File: config.mk
export PLATFORM = sky130hd
export DESIGN_NAME = tpsram_param_clr
export DESIGN_NICKNAME = d
export VERILOG_FILES = /design/src/rtl/tpsram_pkg.sv /design/src/rtl/tpsram_core.sv /design/src/rtl/tpsram_param_clr.sv
export SDC_FILE = /design/constraint.sdc
export NUM_CORES = 1
export LEC_CHECK = 0
export ABC_CLOCK_PERIOD_IN_PS = 3700
export CAP_MARGIN = 20
export CORE_MARGIN = 2
export CORE_UTILIZATION = 25
export CTS_CLUSTER_SIZE = 25
export DETAILED_ROUTE_END_ITERATION = 12
export PLACE_DENSITY_LB_ADDON = 0.1
export SLEW_MARGIN = 10
export SYNTH_ARGS = -nofsm -noshare
export SYNTH_HDL_FRONTEND = slang
export SYNTH_SLANG_ARGS = --single-unit
File: constraint.sdc
create_clock -name CLK -period 3.7 [get_ports CLK]
set_input_delay 0.37 -clock CLK [delete_from_list [all_inputs] [get_ports CLK]]
set_output_delay 0.37 -clock CLK [all_outputs]
set_load 0.02 [all_outputs]
File: src/rtl/tpsram_pkg.sv
`default_nettype none
// ============================================================================
// Module   : tpsram_pkg
// Desc     : Shared types, legal parameter values and helpers for tpsram_param_clr
// Revision : 1.0
// ============================================================================
package tpsram_pkg;

    typedef enum logic [0:0] {
        ST_CLEAR = 1'b0,
        ST_READY = 1'b1
    } state_t;

    // Source of the data presented on the read port after an accepted read
    typedef enum logic [1:0] {
        SEL_ZERO = 2'd0,
        SEL_MEM  = 2'd1,
        SEL_WD   = 2'd2,
        SEL_INIT = 2'd3
    } rd_sel_t;

    localparam int c_RD_PIPE_1CYC = 0;
    localparam int c_RD_PIPE_2CYC = 1;
    localparam int c_BYPASS_OLD   = 0;
    localparam int c_BYPASS_NEW   = 1;

    // One extra bit lets the sweep reach DEPTH == 2**ADDR_WIDTH without wrapping
    function automatic int clr_cnt_width(input int addr_width);
        return addr_width + 1;
    endfunction

endpackage
`default_nettype wire

File: src/rtl/tpsram_core.sv
`default_nettype none
// ============================================================================
// Module   : tpsram_core
// Desc     : Reset-free storage array, one write port and one registered read port
// Revision : 1.0
// ============================================================================
module tpsram_core #(
    parameter int DATA_WIDTH = 8,
    parameter int ADDR_WIDTH = 6,
    parameter int DEPTH      = 64
) (
    input  logic                  clk,
    input  logic                  i_we,
    input  logic [ADDR_WIDTH-1:0] i_waddr,
    input  logic [DATA_WIDTH-1:0] i_wdata,
    input  logic                  i_re,
    input  logic [ADDR_WIDTH-1:0] i_raddr,
    output logic [DATA_WIDTH-1:0] o_rdata
);

    logic [DATA_WIDTH-1:0] r_mem [0:DEPTH-1];
    logic [DATA_WIDTH-1:0] r_rdata;

    // Read-first: a same-edge write is not visible to the read
    always_ff @(posedge clk) begin
        if (i_we) begin
            r_mem[i_waddr] <= i_wdata;
        end
        if (i_re) begin
            r_rdata <= r_mem[i_raddr];
        end
    end

    assign o_rdata = r_rdata;

endmodule
`default_nettype wire

File: src/rtl/tpsram_param_clr.sv
`default_nettype none
// ============================================================================
// Module   : tpsram_param_clr
// Desc     : Parametrised two-port SRAM with post-reset clear sweep and read pipeline
// Revision : 1.0
// ============================================================================
module tpsram_param_clr
    import tpsram_pkg::*;
#(
    parameter int                    DATA_WIDTH = 8,
    parameter int                    ADDR_WIDTH = 6,
    parameter int                    DEPTH      = 64,
    parameter int                    RD_PIPE    = 0,
    parameter int                    BYPASS     = 1,
    parameter logic [DATA_WIDTH-1:0] INIT_VALUE = '0
) (
    input  logic                  CLK,
    input  logic                  RESET,
    input  logic [DATA_WIDTH-1:0] WD,
    input  logic [ADDR_WIDTH-1:0] WADDR,
    input  logic                  WEN,
    input  logic [ADDR_WIDTH-1:0] RADDR,
    input  logic                  REN,
    output logic [DATA_WIDTH-1:0] RD,
    output logic                  RD_VALID,
    output logic                  INIT_DONE
);

    localparam int                 c_CNT_W = clr_cnt_width(ADDR_WIDTH);
    localparam logic [c_CNT_W-1:0] c_LAST  = c_CNT_W'(DEPTH - 1);
    localparam logic [c_CNT_W-1:0] c_DEPTH = c_CNT_W'(DEPTH);

    state_t                r_state;
    logic [c_CNT_W-1:0]    r_clr_cnt;
    logic                  r_init_done;

    logic                  r_s1_valid;
    rd_sel_t               r_s1_sel;
    logic [DATA_WIDTH-1:0] r_s1_wd;
    logic [DATA_WIDTH-1:0] w_s1_data;

    logic                  w_wr_ok;
    logic                  w_rd_acc;
    logic                  w_rd_in;
    logic                  w_collide;
    logic                  w_clearing;
    logic                  w_core_we;
    logic                  w_core_re;
    logic [ADDR_WIDTH-1:0] w_core_waddr;
    logic [DATA_WIDTH-1:0] w_core_wdata;
    logic [DATA_WIDTH-1:0] w_core_rdata;

    assign w_clearing = (r_state == ST_CLEAR);
    assign w_wr_ok    = WEN & r_init_done & ({1'b0, WADDR} < c_DEPTH);
    assign w_rd_acc   = REN & r_init_done;
    assign w_rd_in    = ({1'b0, RADDR} < c_DEPTH);
    assign w_collide  = w_wr_ok & w_rd_in & (WADDR == RADDR);

    // The sweep owns the write port until it completes
    assign w_core_we    = ~RESET & (w_clearing | w_wr_ok);
    assign w_core_waddr = w_clearing ? r_clr_cnt[ADDR_WIDTH-1:0] : WADDR;
    assign w_core_wdata = w_clearing ? INIT_VALUE : WD;
    assign w_core_re    = ~RESET & w_rd_acc & w_rd_in;

    tpsram_core #(
        .DATA_WIDTH (DATA_WIDTH),
        .ADDR_WIDTH (ADDR_WIDTH),
        .DEPTH      (DEPTH)
    ) u_core (
        .clk     (CLK),
        .i_we    (w_core_we),
        .i_waddr (w_core_waddr),
        .i_wdata (w_core_wdata),
        .i_re    (w_core_re),
        .i_raddr (RADDR),
        .o_rdata (w_core_rdata)
    );

    always_ff @(posedge CLK) begin
        if (RESET) begin
            r_state     <= ST_CLEAR;
            r_clr_cnt   <= '0;
            r_init_done <= 1'b0;
        end else begin
            case (r_state)
                ST_CLEAR: begin
                    r_clr_cnt <= r_clr_cnt + c_CNT_W'(1);
                    if (r_clr_cnt == c_LAST) begin
                        r_state     <= ST_READY;
                        r_init_done <= 1'b1;
                    end
                end
                ST_READY: begin
                end
                default: begin
                    r_state <= ST_CLEAR;
                end
            endcase
        end
    end

    // Selection only moves on an accepted read so the output holds between reads
    always_ff @(posedge CLK) begin
        if (RESET) begin
            r_s1_valid <= 1'b0;
            r_s1_sel   <= SEL_ZERO;
            r_s1_wd    <= '0;
        end else begin
            r_s1_valid <= w_rd_acc;
            if (w_rd_acc) begin
                r_s1_wd <= WD;
                if (!w_rd_in) begin
                    r_s1_sel <= SEL_INIT;
                end else if ((BYPASS == c_BYPASS_NEW) && w_collide) begin
                    r_s1_sel <= SEL_WD;
                end else begin
                    r_s1_sel <= SEL_MEM;
                end
            end
        end
    end

    always_comb begin
        w_s1_data = '0;
        case (r_s1_sel)
            SEL_ZERO: w_s1_data = '0;
            SEL_MEM:  w_s1_data = w_core_rdata;
            SEL_WD:   w_s1_data = r_s1_wd;
            SEL_INIT: w_s1_data = INIT_VALUE;
            default:  w_s1_data = '0;
        endcase
    end

    generate
        if (RD_PIPE == c_RD_PIPE_2CYC) begin : g_out_reg
            logic [DATA_WIDTH-1:0] r_rd;
            logic                  r_rd_valid;

            always_ff @(posedge CLK) begin
                if (RESET) begin
                    r_rd       <= '0;
                    r_rd_valid <= 1'b0;
                end else begin
                    r_rd_valid <= r_s1_valid;
                    if (r_s1_valid) begin
                        r_rd <= w_s1_data;
                    end
                end
            end

            assign RD       = r_rd;
            assign RD_VALID = r_rd_valid;
        end else begin : g_no_out_reg
            assign RD       = w_s1_data;
            assign RD_VALID = r_s1_valid;
        end
    endgenerate

    assign INIT_DONE = r_init_done;

endmodule
`default_nettype wire

==> metrics <==
status=finished clean; drt pass-1 iters=5; Final Util=30.4%; Most used DFF post-synth=edfxtp_1; Max-slew headroom=32.8%; Fmax achieved=331 MHz; Detail Placement HPWL=39300 um; Slew Limit Fails=0; Buffers on Ports=33; HP Start=WD[5]; slowest stage cell on the critical path=dfxtp_1; antenna-violating nets left=0; initial antenna violation count=2; Mean Syn Cell Area=19.6 um2; crit-path max cell delay=0.85 ns; final hold vios=0; Fillers=8402; power after layout=13300 uW; routed vias=10846; crit start category=flip-flop; ratio of final minimum period to clock period=81.6%; hold path depth=3; Total Routed Length=60900 um; cells along the critical path=nand4b_1 -> a21oi_1 -> nand2_1 -> nor2_1; reg2reg start=r_state; origin of the worst setup path=r_state; placer congestion estimate=0.744; Rows=107; Post-synth EDFFs=520; cell family with most CP delay=simple AND/OR/NAND/NOR gates; full die area=87700 um2; commonest cells in the netlist=edfxtp_1, mux4_2, nor2_1, nand2_1, mux2i_1; Mapped Cells=1089; Post-CTS Setup Bufs=0; Synth cell types=55; CTS tree=done; Worst Skew=0.0201 ns; clock latency on the worst-skew pair=0.62 ns; HP Class=primary input to flip-flop; first-pass GRT wire length=87700 um; required time worst endpoint=3.94 ns; maxcap violations=0; Vias/cell=4.46; Iteration-0 DRC Markers=753; R2R cell count=4; Crit. path cell count=4; WP data arrival=3.26 ns; share of cells above drive strength 1=27.4%; total CTS buffers=61; largest net degree at the start of global routing=49; Worst VDD drop=0.355 mV; P per Cell Area=517 nW/um2; core area=84900 um2; grt total ovfl=0; Synthesis Warnings=0; fraction of registers with async set/reset=0%; vias in the first global route=11457; post-CTS sizing=0; RSZ-0062 raised after global routing=no; # clock sinks=540; Critical Path End Type=flip-flop; footprint of the multi-input gates=5000 um2; actual slew at the worst max-slew pin=1.01 ns; die width=296 um; Post-Syn Nets=1114; crit path buf inv count=0; WS Path Type=flip-flop to flip-flop; final net count=1262; die height=296 um; I/O Pins=34; Tmin final=3.02 ns; htree depth=2; ranking of synthesized cells by area=edfxtp_1, mux4_2, dfxtp_1; Residual DRC=0; Tot GR Track Use=14.1%; Area Growth Syn to Fin=20.9%; most frequent cell after synthesis=edfxtp_1; sum of negative setup slack=0 ns; Max Root-Sink Buffers=3; Setup-failing EPs final=0; CTS Root Cell=clkbuf_16; Yosys reg bits=540; Static Leak=0.00853 uW; cell taking the most area after synthesis=edfxtp_1; hold_buf cts=0; CP Max Fanout=26; Initial Utilization=25.1%; Seq/Total Area, Yosys=75.0%; wire per inst=25.0 um; CTS clk-pin slew, worst paths=0.06 ns; Cell Area, Synth=21300 um2; Sequential Area=16000 um2; post-synth top area share=73.1%
-- placed cells by master (no fill, tap or decap), types with 10 or more instances in the layout --
cell / synthesis / layout
nor2_1: 86 / 86
mux4_2: 106 / 106
a22o_1: 10 / 10
edfxtp_1: 520 / 520
a21oi_1: 13 / 13
clkinv_2: 0 / 15
dfxtp_1: 20 / 20
buf_4: 16 / 99
nand2_1: 46 / 46
mux2_2: 24 / 24
clkdlybuf4s50_1: 0 / 30
buf_12: 1 / 12
o22ai_1: 14 / 14
clkinv_1: 0 / 18
clkbuf_16: 0 / 63
mux2i_1: 35 / 35
o32ai_1: 11 / 11
-- layer usage --
layer  global-route usage [%]  up-vias  routed length (um)
met2                     22.3      199               28200
met5                        0        -                   0
li1                         -     4779                   -
met3                     1.98       76                2090
met1                     20.3     5792               29500
met4                     3.61        0                1190
-- through the flow --
stage	area, um2	cells	setup slack, ns	hold WS [ns]
2_1_floorplan	21300	1089	1.33	0.436
3_3_place_gp	23800	2318	0.381	0.442
3_5_place_dp	23800	2318	0.477	0.447
4_1_cts	25800	2431	0.638	0.308
5_1_grt	25800	2431	0.397	0.338
6_report	25800	2432	0.679	0.342
-- report_power, final --
group	switching [uW]	total (uW)	internal (uW)
clock	2460	6160	3700
combinational	316	557	240
sequential	9.51	6630	6620
total	2790	13300	10600
-- final timing paths --
kind / to / slack [ns]
max: u_core.r_mem[24][6] / 0.68
max reg2reg: u_core.r_mem[24][6] / 0.68
min reg2reg: r_s1_wd[4] / 0.45
min: r_s1_wd[5] / 0.34
-- final cells by class --
| cell class | count | share of cell area (%) |
|---|---|---|
| Inverter | 7 | 0.102 |
| Timing Repair Buffer | 143 | 5.06 |
| Sequential cell | 540 | 62.0 |
| Antenna cell | 1 | 0.00969 |
| Tap cell | 1144 | 5.55 |
| Clock buffer | 68 | 6.18 |
| Clock inverter | 45 | 1.70 |
| Multi-Input combinational cell | 484 | 19.4 |
-- flip-flops by register name, indices dropped and copies added (netlist names) --
register,count
u_core.r_mem,512
r_s1_wd,8
u_core.o_rdata,8
r_clr_cnt,7
r_s1_sel,2
INIT_DONE,1
RD_VALID,1
r_state,1
-- worst reg2reg max path, delay by kind of cell, from the launching register on --
| family | cells | cell delay (ns) |
|---|---|---|
| AOI/OAI and AO/OA | 1 | 0.37 |
| DFF | 1 | 0.85 |
| and+or+nand+nor | 3 | 1.41 |
-- kinds of logic (layout without fill, tap and decap cells) --
family,count (synthesis),count (layout),synth area share [%]
AOI/OAI and AO/OA,108,108,3.79
and+or+nand+nor,193,193,4.24
other,0,1,0
muxes,171,171,14.8
adders and majority gates,1,1,0.0586
DFF,540,540,75.0
buffers and inverters,65,263,1.61
xor gates and xnor gates,11,11,0.451
No activity file was read; power rests on OpenSTA's default activity.
